--- src/rtl/trace_pkg.sv ---
`default_nettype none
// ============================================================================
//  Module      : trace_pkg
//  Description : Shared types and constants for the writeback trace checker:
//                checker state encoding, golden-entry layout, byte-lane
//                compare helper.
//  Revision    : 1.0 - initial release
// ============================================================================
package trace_pkg;

  // Checker state encoding
  typedef enum logic [1:0] {
    ST_IDLE = 2'd0,
    ST_RUN  = 2'd1,
    ST_PASS = 2'd2,
    ST_FAIL = 2'd3
  } state_t;

  // Golden entry layout: {pc[31:0], wnum[4:0], wdata[31:0]}
  localparam int C_ENTRY_W   = 69;
  localparam int C_WDATA_LSB = 0;
  localparam int C_WNUM_LSB  = 32;
  localparam int C_PC_LSB    = 37;

  // True when every byte lane enabled in we carries equal data
  function automatic logic lanes_equal(input logic [31:0] exp_data,
                                       input logic [31:0] got_data,
                                       input logic [3:0]  we);
    logic ok;
    ok = 1'b1;
    for (int i = 0; i < 4; i++) begin
      if (we[i] && (exp_data[8*i +: 8] != got_data[8*i +: 8])) begin
        ok = 1'b0;
      end
    end
    return ok;
  endfunction

endpackage
`default_nettype wire

--- src/rtl/trace_fifo.sv ---
`default_nettype none
// ============================================================================
//  Module      : trace_fifo
//  Description : Golden-entry FIFO. Pointers carry one extra MSB so that full
//                and empty are distinguished by the wrap bit. A push while
//                full is dropped even if a pop happens in the same cycle.
//  Revision    : 1.0 - initial release
// ============================================================================
module trace_fifo
  import trace_pkg::*;
#(
  parameter int DEPTH = 16,
  parameter int WIDTH = C_ENTRY_W
) (
  input  logic             clk,
  input  logic             resetn,
  input  logic             i_push,
  input  logic             i_pop,
  input  logic [WIDTH-1:0] i_din,
  output logic             o_full,
  output logic             o_empty,
  output logic [WIDTH-1:0] o_head
);

  localparam int AW = $clog2(DEPTH);
  localparam logic [AW:0] C_PTR_ONE = {{AW{1'b0}}, 1'b1};

  logic [AW:0]      r_wr_ptr;
  logic [AW:0]      r_rd_ptr;
  logic [WIDTH-1:0] r_mem [DEPTH];
  logic             w_push_ok;
  logic             w_pop_ok;

  assign o_empty   = (r_wr_ptr == r_rd_ptr);
  assign o_full    = (r_wr_ptr[AW] != r_rd_ptr[AW]) &&
                     (r_wr_ptr[AW-1:0] == r_rd_ptr[AW-1:0]);
  assign w_push_ok = i_push && !o_full;
  assign w_pop_ok  = i_pop && !o_empty;
  assign o_head    = r_mem[r_rd_ptr[AW-1:0]];

  // Pointer advance; reset drops every buffered entry
  always_ff @(posedge clk) begin
    if (!resetn) begin
      r_wr_ptr <= '0;
      r_rd_ptr <= '0;
    end else begin
      if (w_push_ok) r_wr_ptr <= r_wr_ptr + C_PTR_ONE;
      if (w_pop_ok)  r_rd_ptr <= r_rd_ptr + C_PTR_ONE;
    end
  end

  // Storage write; contents are qualified by the pointers so need no reset
  always_ff @(posedge clk) begin
    if (w_push_ok) r_mem[r_wr_ptr[AW-1:0]] <= i_din;
  end

endmodule
`default_nettype wire

--- config.mk ---
export PLATFORM = sky130hd
export DESIGN_NAME = trace_fifo
export DESIGN_NICKNAME = d
export VERILOG_FILES = /design/src/rtl/trace_pkg.sv /design/src/rtl/trace_fifo.sv
export SDC_FILE = /design/constraint.sdc
export NUM_CORES = 1
export LEC_CHECK = 0
export CORE_ASPECT_RATIO = 0.8
export CORE_MARGIN = 5
export CORE_UTILIZATION = 30
export DETAILED_ROUTE_END_ITERATION = 6
export MAX_ROUTING_LAYER = met4
export PLACE_DENSITY = 0.43
export SETUP_SLACK_MARGIN = 0.2
export SYNTH_ARGS = -nofsm -noshare
export SYNTH_HDL_FRONTEND = slang
export SYNTH_SLANG_ARGS = --single-unit
--- constraint.sdc ---
create_clock -name clk -period 6.4 [get_ports clk]
set_input_delay 1.28 -clock clk [delete_from_list [all_inputs] [get_ports clk]]
set_output_delay 1.28 -clock clk [all_outputs]
set_load 0.005 [all_outputs]
# == Yosys cells after proc, flatten, opt, wreduce, memory -nomap -nowiden ==
# Memories as Yosys holds them, arrays and structs flattened. A register that Yosys moved wholly into a read port is not among the register bits.
# Index checks and enable logic that the tools add are counted.
# totals
n_memories,1
ram_bits,1104
regBits,10
in_bits,73
# classes
add_sub_neg,2
n_mux,4
n_reduce_logical,5
eq_ne,3
# mem_list
name,words,width,read_ports,rd_clocked_by_memory_dff,write_ports,line_no,text
r_mem,16,69,1,1,1,trace_fifo.sv:30,logic [WIDTH-1:0] r_mem [DEPTH];
# op_table
op,n
$add 5x1->5 const B,2
$mux 4,2
$eq 5x5->1,1
$eq 4x4->1,1
$logic_and 1x1->1,3
$logic_not 1->1,2
$mux 1,2
$ne 1x1->1,1

# == Longest topological paths before layout ==
# depth
ltp_word,6
mapped_depth,6

# == Worst setup path before layout ==
# No wires, ideal clock.
# synth_timing
path_type,input -> register
from,input port i_push
to,"memory r_mem[15][0] (netlist name), enable pin"
arrival_time_ps,4780
path_buffers,0
setup_slack_ps,1097
setup_time_ps,523
cell_stages,2
path_cell_list,nand3_1 -> a21oi_1
# synth_between
elab_chain_cells,3
# synth_rtl
element,line_no,text
start: declaration,trace_fifo.sv:17,"input logic i_push,"
$logic_and 1x1->1,trace_fifo.sv:37,assign w_push_ok = i_push && !o_full;
$mux 1,trace_fifo.sv:54,if (w_push_ok) r_mem[r_wr_ptr[AW-1:0]] <= i_din;
$mux 1 (not written as such),trace_fifo.sv:54,
end: declaration,trace_fifo.sv:30,
# No other way between the ends.

==> impl_metrics.env <==
export IMPL_outcome="complete, no violations"
export IMPL_cts_max_path_buffers=3
export IMPL_clockRootBuffer="clkbuf_16"
export IMPL_maximum_number_of_pins_on_one_net_before_global_route_repair=71
export IMPL_post_cts_repair_setup_buffers=0
export IMPL_routedWlPerCell_um=27.6
export IMPL_route_detailed_vias_per_inst=4.79
export IMPL_worst_path_largest_cell_delay_ps=1070
export IMPL_slew_violations=0
export IMPL_area_growth_from_synthesis_to_layout_pct=17.9
export IMPL_pwr_density_cell_mw_per_mm2=332
export IMPL_critPathSlowestCell="dfxtp_4"
export IMPL_crit_chain="buf_12, mux4_2, mux4_2, clkdlybuf4s50_1"
export IMPL_period_needed_ps=5000
export IMPL_timing_critical_path_max_delay_family="flip-flops"
export IMPL_numCtsBuffers=111
export IMPL_yosysWarningCount=0
export IMPL_width_of_the_die_um=430
export IMPL_comb_power_share=0.116
export IMPL_globalRouteTotalUtil=0.145
export IMPL_post_cts_resize_count=0
export IMPL_grt_pass1_wl_um=151000
export IMPL_placed_cells=3610
export IMPL_critPathRequiredTime_ps=5120
export IMPL_timing_fmax_ghz=0.200
export IMPL_total_of_endpoints_with_negative_setup_slack_in_the_final_report=0
export IMPL_layout_setup_ws_ps=1400
export IMPL_critPathMaxFanout=57
export IMPL_cpMostUsedCell="mux4_2"
export IMPL_synth_lib_cells_used_distinct=29
export IMPL_post_route_cells_drive_above_1_share=0.291
export IMPL_type_of_the_setup_path_with_the_least_slack="flop to output port"
export IMPL_irDropWorstVdd_mv=0.230
export IMPL_postRouteWirelength_um=105000
export IMPL_power_clock_fraction=0.388
export IMPL_tns_ps=0
export IMPL_numClockSinks=1118
export IMPL_leakage_power_nw=14.7
export IMPL_tritoncts_clock_tree="yes"
export IMPL_post_route_clock_period_utilization=0.781
export IMPL_average_instance_area_after_synthesis_um2=25.9
export IMPL_design_final_nets=1926
export IMPL_final_area_mm2=0.0498
export IMPL_cp_data_arrival_time_ps=3720
export IMPL_hold_class="flop to flop"
export IMPL_fillerInstances=12900
export IMPL_critical_path_n_buffers_inverters=2
export IMPL_finalCoreUtilization=0.355
export IMPL_portBuffers=143
export IMPL_floorplan_initialDensity=0.301
export IMPL_clk_pin_slew_worst_paths_ps=60
export IMPL_placementRows=123
export IMPL_rsz_0062_raised_after_global_routing="false"
export IMPL_synth_ff_latch_count=1118
export IMPL_clk_insertion_delay_late_ps=710
export IMPL_core_region_mm2=0.140
export IMPL_cp_start_kind="flop"
export IMPL_detailroute_via_count=18300
export IMPL_placed_cell_area_mm2=0.0463
export IMPL_drtAntennaViolNets=0
export IMPL_detail_route_iter0_violations=1393
export IMPL_stdcell_count=3818
export IMPL_floorplan_die_area_mm2=0.149
export IMPL_grt_overflow_total=0
export IMPL_syn_inst_count=1635
export IMPL_slew_headroom=0.259
export IMPL_remaining_drc_errors=0
export IMPL_p_int_mw=12.8
export IMPL_worst_setup_path_end_kind="output port"
export IMPL_grt_pass1_vias=19900
export IMPL_switching_share=0.223
export IMPL_dpl_hpwl_um=52900
export IMPL_mappedNetlistArea_mm2=0.0423
export IMPL_cts_hold_fix_buffers=0
export IMPL_dp_worst_setup_slack_ps=2030
export IMPL_timing_final_hold_violations=0
export IMPL_place_gp_congestion=0.700
export IMPL_p_sw_mw=3.69
export IMPL_hold_ws_ps=508
export IMPL_drt_pass1_iter_count=4
export IMPL_timing_worst_slew_pin_value_ps=1110
export IMPL_clock_skew_final_ps=21.1
export IMPL_seq_total_area_yosys=0.791
export IMPL_power_sequential_fraction=0.497
export IMPL_postSynthNetCount=1713
export IMPL_floorplan_die_height_um=346
export IMPL_design_portCount=144
export IMPL_cts_max_level=3
export IMPL_max_cap_viol_count=0
export IMPL_report_power_total_mw=16.5
export IMPL_antenna_found_initial=9
## per-layer routing
metal	share of wire	GRT usage
met1	0.43	0.186
met2	0.51	0.247
met3	0.034	0.0226
met4	0.019	0.0300
met5	0	-
## cells in the final DEF (no fill, tap or decap), types with 10 or more instances in the layout
master,n
and3_4,11
buf_12,22
buf_4,19
bufinv_16,10
clkbuf_1,24
clkbuf_16,113
clkdlybuf4s50_1,143
clkinv_1,24
clkinv_2,24
dfxtp_1,10
edfxtp_1,1104
mux4_2,345
## cell usage after synthesis (all sizes together)
| cell type | n | area, µm² |
|---|---|---|
| a21oi | 4 | 23.8 |
| and2 | 1 | 6.26 |
| and3 | 11 | 68.8 |
| and4 | 1 | 8.76 |
| and4b | 4 | 40.0 |
| buf | 40 | 307 |
| clkbuf | 44 | 165 |
| dfxtp | 14 | 280 |
| edfxtp | 1104 | 33200 |
| ha | 5 | 62.6 |
| inv | 7 | 26.3 |
| mux2i | 8 | 80.1 |
| mux4 | 345 | 7770 |
| nand2 | 9 | 33.8 |
| nand2b | 3 | 18.8 |
| nand3 | 6 | 30.0 |
| nand4 | 6 | 37.5 |
| nor2 | 3 | 11.3 |
| nor2b | 1 | 6.26 |
| nor4 | 2 | 12.5 |
| o211ai | 7 | 52.6 |
| o21ai | 2 | 10.0 |
| or4 | 2 | 15.0 |
| xnor2 | 5 | 43.8 |
| xor2 | 1 | 8.76 |
## registers in the layout, indices dropped and copies added (netlist names), named ones only
| register | cells |
|---|---|
| r_wr_ptr | 5 |
| r_mem | 1104 |
| r_rd_ptr | 5 |
## power groups by stage
stage	Combinational [mW]	Clock (mW)	Sequential, mW
after floorplan	1.25	0	8.32
after global placement	1.98	0	8.36
after detailed placement	1.99	0	8.37
after CTS	2.00	6.62	8.21
after global routing	2.07	6.93	8.22
final	1.91	6.41	8.21
## area by class of cell
class / count / area, µm² / area share
timing repair buffer: 184 / 2010 / 0.0404
sequential: 1118 / 33400 / 0.671
clock buffer: 137 / 2920 / 0.0586
clock inverter: 68 / 649 / 0.0130
inverter: 7 / 26.3 / 0.000527
multi-input combinational: 426 / 8420 / 0.169
antenna: 3 / 7.51 / 0.000151
tap: 1875 / 2350 / 0.0471
## final timing paths
check / to / startpoint / cells past startpoint / slack, ps
max: o_head[17] / flop / 4 / 1400
min: r_rd_ptr[4] / r_rd_ptr[4] / 2 / 510
max reg2reg: r_mem[5][55] / r_wr_ptr[2] / 5 / 2890
min reg2reg: r_rd_ptr[4] / r_rd_ptr[4] / 2 / 510
## worst register-to-register path, stage by stage, from the launching register on
cell	delay [ps]
dfxtp_1	600
xnor2_1	140
and4_1	350
a21oi_2	620
and4b_4	1080
buf_12	350
## logic make-up after synthesis
logic type	share of synthesized area
DFF	0.791
muxes	0.186
buffers and inverters	0.0118
and+or+nand+nor	0.00684
AOI/OAI and AO/OA	0.00204
xor gates and xnor gates	0.00124
adders and majority gates	0.00148
No activity file was read; power rests on OpenSTA's default activity.
